## src/rtl/branch_predictor_table.sv

```systemverilog
// Table of saturating-counter branch predictors indexed by fetch PC.
// Optional gshare history hashing is enabled by defining BP_GSHARE_EN.
module branch_predictor_table #(
    parameter int unsigned ENTRIES    = 64,
    parameter int unsigned CTR_WIDTH  = 2,
    parameter int unsigned HIST_WIDTH = 6,
    parameter int unsigned PC_WIDTH   = 32,
    localparam int unsigned IDX_W     = $clog2(ENTRIES)
) (
    input  logic                clk,
    input  logic                rst,
    input  logic [PC_WIDTH-1:0] fetch_pc,
    output logic                prediction,
    output logic [IDX_W-1:0]    pred_idx,
    input  logic                update_valid,
    input  logic                stall,
    input  logic [IDX_W-1:0]    update_idx,
    input  logic                update_pred,
    input  logic                br_en,
    output logic [15:0]         mispredict_count
);

    localparam logic [CTR_WIDTH-1:0] CtrInit = CTR_WIDTH'(1 << (CTR_WIDTH - 1));
    localparam logic [CTR_WIDTH-1:0] CtrMax  = '1;

    logic [CTR_WIDTH-1:0] ctr_q [ENTRIES];
    logic [CTR_WIDTH-1:0] ctr_d [ENTRIES];
    logic [15:0]          cnt_q, cnt_d;
    logic [IDX_W-1:0]     base_idx;
    logic                 upd_en;

    assign base_idx = fetch_pc[IDX_W+1:2];
    assign upd_en   = update_valid & ~stall;

    logic unused_pc;
    assign unused_pc = ^{fetch_pc[PC_WIDTH-1:IDX_W+2], fetch_pc[1:0]};

`ifdef BP_GSHARE_EN
    logic [HIST_WIDTH-1:0] ghr_q, ghr_d;

    // History advances at resolution only, so it never needs repair.
    always_comb begin
        ghr_d = ghr_q;
        if (upd_en) begin
            ghr_d = HIST_WIDTH'({ghr_q, br_en});
        end
    end

    always_ff @(posedge clk or posedge rst) begin
        if (rst) begin
            ghr_q <= '0;
        end else begin
            ghr_q <= ghr_d;
        end
    end

    assign pred_idx = base_idx ^ IDX_W'(ghr_q);
`else
    logic [HIST_WIDTH-1:0] unused_hist;
    assign unused_hist = '0;
    assign pred_idx    = base_idx;
`endif

    // Read sees registered state only: no bypass from a same-cycle update.
    assign prediction       = ctr_q[pred_idx][CTR_WIDTH-1];
    assign mispredict_count = cnt_q;

    always_comb begin
        ctr_d = ctr_q;
        if (upd_en) begin
            if (br_en) begin
                if (ctr_q[update_idx] != CtrMax) begin
                    ctr_d[update_idx] = ctr_q[update_idx] + CTR_WIDTH'(1);
                end
            end else begin
                if (ctr_q[update_idx] != '0) begin
                    ctr_d[update_idx] = ctr_q[update_idx] - CTR_WIDTH'(1);
                end
            end
        end
    end

    always_comb begin
        cnt_d = cnt_q;
        if (upd_en && (update_pred != br_en) && (cnt_q != 16'hFFFF)) begin
            cnt_d = cnt_q + 16'd1;
        end
    end

    always_ff @(posedge clk or posedge rst) begin
        if (rst) begin
            for (int i = 0; i < ENTRIES; i++) begin
                ctr_q[i] <= CtrInit;
            end
            cnt_q <= '0;
        end else begin
            ctr_q <= ctr_d;
            cnt_q <= cnt_d;
        end
    end

endmodule
```

## config.mk

```make
export PLATFORM = sky130hd
export DESIGN_NAME = branch_predictor_table
export DESIGN_NICKNAME = d
export VERILOG_FILES = /design/src/rtl/branch_predictor_table.sv
export SDC_FILE = /design/constraint.sdc
export NUM_CORES = 1
export LEC_CHECK = 0
export ABC_AREA = 1
export CAP_MARGIN = 40
export CORE_ASPECT_RATIO = 1.2
export CORE_MARGIN = 2
export CORE_UTILIZATION = 40
export DETAILED_ROUTE_END_ITERATION = 12
export GPL_TIMING_DRIVEN = 0
export PLACE_DENSITY = 0.55
export SLEW_MARGIN = 30
export SYNTH_ARGS = -nofsm -noshare
export SYNTH_HDL_FRONTEND = slang
export SYNTH_SLANG_ARGS = --single-unit
```

## constraint.sdc

```tcl
create_clock -name clk -period 5.57 [get_ports clk]
set_clock_uncertainty 0.1 [all_clocks]
set_input_delay 0.557 -clock clk [delete_from_list [all_inputs] [get_ports clk]]
set_output_delay 0.557 -clock clk [all_outputs]
set_load 0.02 [all_outputs]
```

**Yosys cells after proc, flatten, opt, wreduce, memory -nomap -nowiden**

Cells that the tools add are included.
Widths: inputs -> output; s select.

- Input port bits: 44
- Output and inout bits: 23
- Flip-flop bits (word level): 144
- Word-level logic and storage cells: 98

- Reduce and logical (&&, ||, !) cells: 6
- $lt $le $gt $ge: 3
- Bitwise gates (word level): 4
- Equality and inequality tests: 4
- Muxes and demuxes: 13
- $add $sub $neg: 3

Operators with widths:

| cell | number |
|---|---|
| $mux 128 | 3 |
| $bwmux 128 | 2 |
| $bmux 2 s6 | 2 |
| $add 16x1->16 const B | 1 |
| $ne 16x16->1 const B | 1 |
| $ge 7x7->1 const B | 2 |
| $not 6->7 | 2 |
| $demux 2 s6 | 1 |
| $mux 2 | 5 |
| $lt 7x1->1 const B | 1 |
| $reduce_bool 2->1 | 2 |
| $logic_and 1x1->1 | 3 |
| $reduce_and 3->1 | 1 |
| $add 2x1->2 const B | 1 |
| $ne 2x1->1 const B | 1 |
| $ne 2x2->1 const B | 1 |
| $sub 2x1->2 const B | 1 |
| $and 1x1->1 | 1 |
| $ne 1x1->1 | 1 |
| $not 1->1 | 1 |

**Logic depth before layout (Yosys ltp)**

- Depth in word-level cells: 8
- Mapped depth: 23
- Depth with buffers taken out: 21

**Least setup slack after synthesis**

OpenSTA, ideal clock, no wires.

- Path type: input port to flip-flop
- Start: input port update_idx[3]
- End: register ctr_q[121] (netlist name)
- Cell stages on the path: 13
- Slack: 2.621 ns
- Buffers on the path: 3
- Arrival: 2.757 ns
- Cells stage by stage: buf_2 -> inv_2 -> nor3_2 -> o21ai_1 -> nand2_1 -> nor2_1 -> buf_4 -> nand2_1 -> inv_1 -> ha_1 -> xor2_1 -> clkbuf_1 -> o21ai_0

- Longest elaborated chain between the ends: 8
- Elaborated cells between the ends (all ways): 21
- Those cells by class: add/sub (2); order compare (2); eq/ne (2); mux (10); bitwise (1); reduce/logical (4)

RTL lines:

| item | RTL line | source |
|---|---|---|
| start: declaration | 17 | `input logic [IDX_W-1:0] update_idx,` |
| $not 6->7 (not written as such) (*) | - |  |
| $bmux 2 s6 (tied with other cells) | - |  |
| $mux 2 (not written as such) / $logic_and 1x1->1 (equally long branches) | - |  |
| $mux 2 (on tied branches) | - |  |
| $sub 2x1->2 (tied with other cells) | 77 | `ctr_d[update_idx] = ctr_q[update_idx] - CTR_WIDTH'(1);` |
| $bwmux 128 (on tied branches) | 77, 73 |  |
| $mux 128 (on tied branches) | 76, 72 |  |
| $mux 128 | 71 | `if (br_en) begin` |
| end signal: indexed assignment | 93 | `ctr_q[i] <= CtrInit;` |
| end signal: assignment | 97 | `ctr_q <= ctr_d;` |
| end: declaration | 26 | `logic [CTR_WIDTH-1:0] ctr_q [ENTRIES];` |

Mark *: on every way between the ends. The rest lies on a longest branch, timed or not. The select of a mux whose other input is x is not followed.
A chain may end at the register's enable or synchronous reset.

**Worst setup path after layout**

- Start: input port update_idx[0]
- End: register ctr_q[13] (netlist name)

Same word-level chain as after synthesis.

==> reports/metrics.cfg <==
[status]
outcome = completed

[logic_synthesis]
async_flop_share_pct = 100
yosysUniqueCellTypes = 29
synthCells = 1231
synth_edf_count = 0
synth_area_um2 = 8410
synth-simple-area-share_pct = 40.2
ys_ff_latch = 144
yosysTopAreaCell = nand2_1
synthMostInstantiatedCell = nand2_1
synth.area.mux_share_pct = 0.119
synth_top_cell_area_share_pct = 24.3
yosys.area_share.xor_xnor_pct = 1.56
synth_common_cells = nand2_1, nand3_1, nor2_1
yosys.area_share.adder_pct = 0.446
synth_nets = 1278
syn_avg_cell_area_um2 = 6.83
synth_flop_cell = dfrtp_1
synth_top_family_by_area = simple AND/OR/NAND/NOR gates
synth_compound_area_share_pct = 6.69
yosysSeqAreaShare_pct = 43.8
netlist_top_cells_area = nand2_1, dfrtp_1, dfstp_2, nand3_1, nor2_1
ys_warn_count = 0

[routing]
vias = 8412
postRouteAntennaNets = 0
drt_first_pass_iters = 5
drt_iter0_drc = 971
drc_errors = 0
viasPerCell = 5.36
routed_wl_um = 30500
wl_per_cell_um = 19.4

[sta]
tightestPinTransition_ps = 890
finalWorstSetupSlack_ps = 626
relSlewSlack_pct = 40.5
fmaxAchievable_ghz = 0.202
fin_crit_sh_pct = 88.8
rsz0062_at_grt = no
fin_crit_ps = 4940
whs_ps = 293
finalHoldViolations = 0
fin_tns_setup_ps = 0
setup_viol = 0
drv_slew = 0

[die]
row_count = 58
core_area_um2 = 20800
dieArea_um2 = 22200
die-width_um = 136
start_util_pct = 40.4
io_pins = 67
die_h_um = 163

[power_and_ir_drop]
irDropWorstVdd_mv = 0.224
p_leak_nw = 4.42
p_total_mw = 2.97
swShare_pct = 30.0
pwr-share-comb_pct = 16.6
power.internal_mw = 2.08
seq_power_share_pct = 42.3
power_density_nw_per_um2 = 304
switchingPower_uw = 890
p_clk_share_pct = 41.1

[layout]
nNetsFinal = 1334
layout-drive-gt1-share_pct = 12.5
diodes = 0
area_growth_pct = 16.3
utilization_pct = 47.0

[cts]
clkSlewWorstSetupHoldPaths_ps = 60
cts_tree = built
cts_resized = 0
cts_sinks = 144
numCtsBuffers = 17
h-tree-depth = 4
postCtsHoldBufs = 0
postCtsSetupRepairBufs = 0
clk_path_buf_depth = 2
root_buffer = clkbuf_16
clkLatencyLatePin_ps = 440

[setup_path]
cp_common_cell = nand2_1
crit_path_max_incr_delay_ps = 650
crit_buf_inv = 7
end_kind = flip-flop
critPathMaxFanout = 10
crit_type = in2reg
cp-start-kind = input port
critPathArrivalTime_ps = 5200
critPathSlowestCell = nand3_1
critPathRequiredTime_ps = 5830
path_cells = clkdlybuf4s50_1, buf_2, buf_2, buf_2, nand2_1, a21oi_1, o21ai_0, nand2_1, nand2_1, nand2_1, inv_1, nand2_1, nor2_1, ha_1, mux2i_1, nand3_1, inv_2, nand3_1, inv_2, nand2_1, o21ai_0
cp_top_family = buffers and inverters
reg2reg_setup_slack_ps = 1690

[global_route]
first_global_vias = 7948
grt_max_degree = 87
track_usage_pct = 28.7
grt_antenna_before_repair = 0
grt.overflow.total = 0
grt_pass1_wl_um = 46900

[placement]
dp_hpwl_um = 21000
port_buffers = 34
gp_congestion = 0.960
pre_cts_ws_ps = 256

[run]
cap_violations = 0

[min_path]
hold_path.class = in2async

## cells in the final DEF (no fill, tap or decap), types with 4 or more instances in the layout
master | Yosys | final
nand2_1 | 544 | 544
nand3_1 | 157 | 157
nor2_1 | 92 | 92
dfrtp_1 | 80 | 80
dfstp_2 | 64 | 64
inv_1 | 61 | 60
o21ai_1 | 53 | 53
clkdlybuf4s50_1 | 0 | 34
o21ai_0 | 33 | 33
buf_2 | 26 | 27
clkbuf_1 | 21 | 22
a21oi_1 | 19 | 19
clkbuf_16 | 0 | 17
buf_4 | 14 | 14
inv_2 | 12 | 12
xor2_1 | 11 | 11
nor3_2 | 8 | 8
nand4_1 | 7 | 7
o211ai_1 | 5 | 5
xnor2_1 | 4 | 4
nor3_1 | 4 | 4
## routing by layer
layer	GRT usage [%]	part of all wire [%]	vias to the layer above
li1	-	-	4029
met1	39.2	43	3993
met2	45.5	46	330
met3	3.64	6.2	60
met4	13.0	4.0	0
met5	0	0	-
## metrics by stage
step | std cells | area, um2
final | 1570 | 9780
after global routing | 1570 | 9780
after CTS | 1570 | 9780
after detailed placement | 1538 | 9160
after global placement | 1535 | 9090
after floorplan | 1231 | 8410
## path summary, 6_finish.rpt
kind	end	start	cells past startpoint
min	mispredict_count[1]	rst	2
min reg2reg	flip-flop	flip-flop	2
max in group asynchronous	ctr_q[101]	rst	4
min in group clk	flip-flop	flip-flop	2
max reg2reg	ctr_q[13]	flip-flop	16
max	ctr_q[13]	update_idx[0]	21
## worst reg2reg max path, cell delays in order, from the launching register on
cell and delay [ps]:
dfrtp_1 380, or2_0 220, nand3_1 80, nand2_1 60, o21ai_1 200, nand2_1 70
nor2_1 150, buf_4 260, nand2_1 110, ha_1 200, mux2i_1 140, nand3_1 130
inv_2 140, nand3_1 650, inv_2 530, nand2_1 170, o21ai_0 200
## power groups by stage
stage               Clock, mW  Sequential [mW]  Combinational (mW)
floorplan                   0             1.27               0.286
global placement            0             1.27               0.478
detailed placement          0             1.27               0.491
CTS                      1.23             1.26               0.492
global route             1.28             1.27               0.547
finish                   1.22             1.26               0.492
## layout make-up
class                      count  area, um2
clock buffer                  21        470
buffer                        63        329
fill                        2160      11000
sequential                   144       3680
clock inverter                11        153
inverter                      73        282
timing repair buffer          37        400
tap                          270        338
multi-input combinational    951       4120
## kinds of logic after synthesis
logic type	Yosys count
mux	1
xor+xnor	15
flops	144
buf+inv	136
simple gates	822
fa+ha+maj	3
compound gates	110
Power figures use the tool's default switching activity.
